$ cat src/rtl/fetch_unit.sv
// Instruction fetch stage. Owns the fetch PC, keeps at most one imem read in flight and
// buffers returned words with their PC in a small FIFO feeding decode.
module fetch_unit #(
   parameter logic [31:0] RESET_PC = 32'h0000_0000,
   parameter int unsigned DEPTH    = 2
) (
   input  logic        clk,
   input  logic        reset,
   output logic        imem_req_valid,
   input  logic        imem_req_ready,
   output logic [31:0] imem_req_addr,
   input  logic        imem_resp_valid,
   input  logic [31:0] imem_resp_data,
   output logic        out_valid,
   input  logic        out_ready,
   output logic [31:0] out_instr,
   output logic [31:0] out_pc,
   output logic [31:0] out_pc_plus4,
   input  logic        redirect_valid,
   input  logic [31:0] redirect_pc
);

   localparam int unsigned AW       = (DEPTH > 1) ? $clog2(DEPTH) : 1;
   localparam logic [AW:0] FULL_CNT = DEPTH[AW:0];

   typedef enum logic [1:0] {
      ST_REQ,
      ST_WAIT,
      ST_DROP
   } state_e;

   state_e          state_q, state_d;
   logic [31:0]     pc_q, pc_d;
   logic [31:0]     req_pc_q, req_pc_d;
   logic [AW-1:0]   rd_ptr_q, rd_ptr_d;
   logic [AW-1:0]   wr_ptr_q, wr_ptr_d;
   logic [AW:0]     count_q, count_d;
   logic [31:0]     instr_mem_q [DEPTH];
   logic [31:0]     pc_mem_q    [DEPTH];
   logic            push, pop, req_fire;

   assign imem_req_addr  = pc_q;
   // A slot is reserved at issue time, so a returning response always fits.
   assign imem_req_valid = !reset && (state_q == ST_REQ) && (count_q < FULL_CNT) && !redirect_valid;
   assign req_fire       = imem_req_valid && imem_req_ready;

   assign out_valid    = (count_q != '0);
   assign out_instr    = out_valid ? instr_mem_q[rd_ptr_q]   : '0;
   assign out_pc       = out_valid ? pc_mem_q[rd_ptr_q]      : '0;
   assign out_pc_plus4 = out_valid ? pc_mem_q[rd_ptr_q] + 32'd4 : '0;

   always_comb begin
      // NOTE: every signal gets a default first so no path leaves one unassigned (no latches).
      state_d  = state_q;
      pc_d     = pc_q;
      req_pc_d = req_pc_q;
      rd_ptr_d = rd_ptr_q;
      wr_ptr_d = wr_ptr_q;
      count_d  = count_q;
      push     = 1'b0;
      pop      = 1'b0;

      if (redirect_valid) begin
         pc_d     = redirect_pc & 32'hFFFF_FFFC;
         rd_ptr_d = '0;
         wr_ptr_d = '0;
         count_d  = '0;
         unique case (state_q)
            ST_WAIT: state_d = imem_resp_valid ? ST_REQ : ST_DROP;
            ST_DROP: state_d = imem_resp_valid ? ST_REQ : ST_DROP;
            default: state_d = ST_REQ;
         endcase
      end else begin
         unique case (state_q)
            ST_REQ: begin
               if (req_fire) begin
                  req_pc_d = pc_q;
                  pc_d     = pc_q + 32'd4;
                  state_d  = ST_WAIT;
               end
            end
            ST_WAIT: begin
               if (imem_resp_valid) begin
                  push    = 1'b1;
                  state_d = ST_REQ;
               end
            end
            ST_DROP: begin
               if (imem_resp_valid) state_d = ST_REQ;
            end
            default: state_d = ST_REQ;
         endcase

         pop = out_valid && out_ready;
         if (push) wr_ptr_d = wr_ptr_q + 1'b1;
         if (pop)  rd_ptr_d = rd_ptr_q + 1'b1;
         if (push && !pop)      count_d = count_q + 1'b1;
         else if (pop && !push) count_d = count_q - 1'b1;
      end
   end

   always_ff @(posedge clk) begin
      if (reset) begin
         state_q  <= ST_REQ;
         pc_q     <= RESET_PC;
         req_pc_q <= RESET_PC;
         rd_ptr_q <= '0;
         wr_ptr_q <= '0;
         count_q  <= '0;
      end else begin
         state_q  <= state_d;
         pc_q     <= pc_d;
         req_pc_q <= req_pc_d;
         rd_ptr_q <= rd_ptr_d;
         wr_ptr_q <= wr_ptr_d;
         count_q  <= count_d;
      end
   end

   // NOTE: FIFO storage is not reset; count_q alone decides which entries are meaningful.
   always_ff @(posedge clk) begin
      if (push) begin
         instr_mem_q[wr_ptr_q] <= imem_resp_data;
         pc_mem_q[wr_ptr_q]    <= req_pc_q;
      end
   end

endmodule

$ cat config.mk
export PLATFORM = sky130hd
export DESIGN_NAME = fetch_unit
export DESIGN_NICKNAME = d
export VERILOG_FILES = /design/src/rtl/fetch_unit.sv
export SDC_FILE = /design/constraint.sdc
export NUM_CORES = 1
export LEC_CHECK = 0
export BUFFER_PORTS_ARGS = -buffer_cell sky130_fd_sc_hd__buf_2
export CAP_MARGIN = 20
export CORE_UTILIZATION = 25
export DETAILED_ROUTE_END_ITERATION = 10
export MAX_ROUTING_LAYER = met4
export PLACE_DENSITY_LB_ADDON = 0.25
export SKIP_CTS_REPAIR_TIMING = 1
export SLEW_MARGIN = 20
export SYNTH_ARGS = -nofsm -noshare
export SYNTH_HDL_FRONTEND = slang
export SYNTH_SLANG_ARGS = --single-unit
$ cat constraint.sdc
create_clock -name clk -period 13.05 [get_ports clk]
set_input_delay 0.6525 -clock clk [delete_from_list [all_inputs] [get_ports clk]]
set_output_delay 0.6525 -clock clk [all_outputs]
set_load 0.005 [all_outputs]
==> results.sh <==
export IMPL_async_flop_share_pct=0
export IMPL_p_leak_uw=0.00397
export IMPL_dieHeight_um=189
export IMPL_clockBufferDepth=2
export IMPL_syn2layout_area_growth_pct=22.4
export IMPL_vdd_drop_max_mv=0.0896
export IMPL_pwr_share_clk_pct=42.4
export IMPL_ys_seq_elements=191
export IMPL_n_antenna_cell=0
export IMPL_root_buffer="clkbuf_16"
export IMPL_dp_hpwl_um=16000
export IMPL_synth_area_um2=8750
export IMPL_min_period_over_period_pct=34.3
export IMPL_drive_above_1_share_pct=25.5
export IMPL_endpoint_kind="output port"
export IMPL_synth_most_common_cell="edfxtp_1"
export IMPL_tritoncts="built"
export IMPL_final_area_um2=10700
export IMPL_ff2ff_setup_slack_ns=10.23
export IMPL_vias=6646
export IMPL_p_sw_uw=280
export IMPL_grt_max_degree=81
export IMPL_start_util_pct=25.4
export IMPL_drt_initial_drc_count=380
export IMPL_die_x_um=189
export IMPL_layoutNonFillerInstCount=1441
export IMPL_num_nets_final=1048
export IMPL_htreeDepth=4
export IMPL_cts_sinks=191
export IMPL_drt_antenna_violating_nets=0
export IMPL_relSlewSlack_pct=38.4
export IMPL_grt_use_total_pct=13.4
export IMPL_placedCellCount=1409
export IMPL_finalSetupViolCount=0
export IMPL_fin_crit_ns=4.47
export IMPL_dpl_instance_area_um2=10100
export IMPL_yosysSeqAreaShare_pct=57.9
export IMPL_numCtsBuffers=17
export IMPL_io_buffer_count=191
export IMPL_tightest_slew_ns=0.898
export IMPL_grt_pass1_wl_um=35800
export IMPL_fmax_ghz=0.224
export IMPL_power_frac_seq_pct=52.3
export IMPL_first_pass_iters=5
export IMPL_place_gp_congestion=0.776
export IMPL_vias_per_cell=4.61
export IMPL_power_density_nw_per_um2=118
export IMPL_reg2reg_to="count_q[1]"
export IMPL_outcome="finished, final reports clean"
export IMPL_min_to="instr_mem_q[0][4]"
export IMPL_grt_overflow=0
export IMPL_crit_fanout=68
export IMPL_skew_ns=0.00853
export IMPL_synthTopCellsByCount="edfxtp_1, nand2_1, nor2_1"
export IMPL_antenna_found_initial=0
export IMPL_cap_violations=0
export IMPL_r2r_start="count_q[1]"
export IMPL_yosysWarnings=0
export IMPL_hp_class="in2reg"
export IMPL_whs_path_depth=1
export IMPL_core_area_um2=34500
export IMPL_path_class="reg2out"
export IMPL_p_sw_share_pct=22.1
export IMPL_syn_inst=802
export IMPL_p_int_uw=987
export IMPL_p_comb_share_pct=5.3
export IMPL_fp_row_count=68
export IMPL_grt_pass1_vias=6203
export IMPL_synth_main_ff_cell="edfxtp_1"
export IMPL_wl_per_cell_um=16.0
export IMPL_cp_data_arrival_time_ns=3.82
export IMPL_start_kind="flip-flop"
export IMPL_post_synth_top_area_cell="edfxtp_1"
export IMPL_hold_start="imem_resp_data[4]"
export IMPL_clk_latency_ns=0.43
export IMPL_pin_count=200
export IMPL_total_power_uw=1270
export IMPL_rsz0062_at_grt="no"
export IMPL_worst_r2r_path_depth=7
export IMPL_netlist_cell_type_count=73
export IMPL_slew_viol_final=0
export IMPL_required_ns=12.40
export IMPL_drcViolationCount=0
export IMPL_syn_avg_cell_area_um2=10.9
export IMPL_tns_ns=0
export IMPL_die_area_um2=35700
export IMPL_synth_edf_count=124
export IMPL_routed_wl_um=23100
export IMPL_cts_clk_slew_worst_paths_ns=0.07
export IMPL_finalHoldViolCount=0
export IMPL_netlist_top_cells_area="edfxtp_1, dfxtp_1, mux2i_1, nand2_1, nor2_1"
export IMPL_synth_top_area_share_pct=42.6
cells by family after synthesis:
kind of cell / Yosys count / synth area share, %
flip-flops: 191 / 57.9
buffers and inverters: 64 / 3.68
AND/OR/NAND/NOR: 315 / 17.5
AO/OA/AOI/OAI: 145 / 11.0
other: 1 / 0.0429
adder cells (fa/ha/maj): 5 / 0.715
XOR/XNOR: 19 / 1.90
multiplexers: 62 / 7.21
worst max-delay path by stage:
stage	from	end	slack, ns	cells past startpoint
finish	flip-flop	out_pc_plus4[19]	8.58	8
global route	flip-flop	out_pc_plus4[16]	8.30	7
CTS	flip-flop	out_pc_plus4[19]	8.51	8
detailed placement	flip-flop	out_pc_plus4[19]	8.99	8
global placement	flip-flop	out_pc_plus4[29]	9.00	8
floorplan	redirect_valid	instr_mem_q[0][0]	7.23	3
cell usage in the layout, fill, tap and decap left out, drive strengths merged, types with 10 or more instances in the layout:
| cell type | count |
|---|---|
| a21oi | 61 |
| xnor2 | 10 |
| nor3 | 17 |
| buf | 200 |
| mux2i | 57 |
| dfxtp | 67 |
| nand3 | 17 |
| nor4 | 12 |
| edfxtp | 124 |
| nand4 | 23 |
| nor2 | 100 |
| nand2 | 102 |
| o21ai | 20 |
| inv | 14 |
| clkbuf | 20 |
per-stage QoR:
stage	utilization (%)	worst slack, ns	hold WS, ns
finish	31.1	8.58	0.407
global placement	29.3	9.00	0.454
floorplan	-	7.23	0.425
global route	31.1	8.30	0.377
detailed placement	29.3	8.99	0.464
CTS	31.1	8.51	0.381
flip-flops by register name, summed over array words and instances (netlist names), named ones only:
name and cells:
state_q 2, count_q 2, req_pc_q 30, wr_ptr_q 1, instr_mem_q 64, imem_req_addr 30, pc_mem_q 60, rd_ptr_q 1
worst max-delay path: stages, from the launching register on:
cell,delay [ns]
dfxtp_4,0.64
buf_4,0.78
nand4_1,0.40
a22oi_2,0.36
o211ai_2,0.12
buf_4,0.21
or3b_1,0.39
mux2_4,0.31
buf_2,0.12
power by group through the flow:
stage / sequential (µW) / clock, µW / combinational (µW)
floorplan: 672 / 0 / 37.9
global placement: 677 / 0 / 67.3
detailed placement: 676 / 0 / 68.2
CTS: 663 / 558 / 68.4
global route: 665 / 578 / 75.6
finish: 663 / 537 / 66.9
layer usage:
metal | track usage (%) | vias to the layer above | wire length, µm
met3 | 2.76 | 15 | 1090
met5 | - | - | 0
met4 | 3.23 | 0 | 220
met1 | 19.4 | 3153 | 12100
li1 | - | 3289 | -
met2 | 18.8 | 189 | 9640
area by class of cell:
cell class	instances	area (µm²)
Clock buffer	20	447
Clock inverter	12	160
Fill cell	3612	23800
Inverter	11	41.3
Multi-Input combinational cell	552	3400
Sequential cell	191	5070
Tap cell	455	569
Timing Repair Buffer	200	1020
No activity file was read; power rests on OpenSTA's default activity.
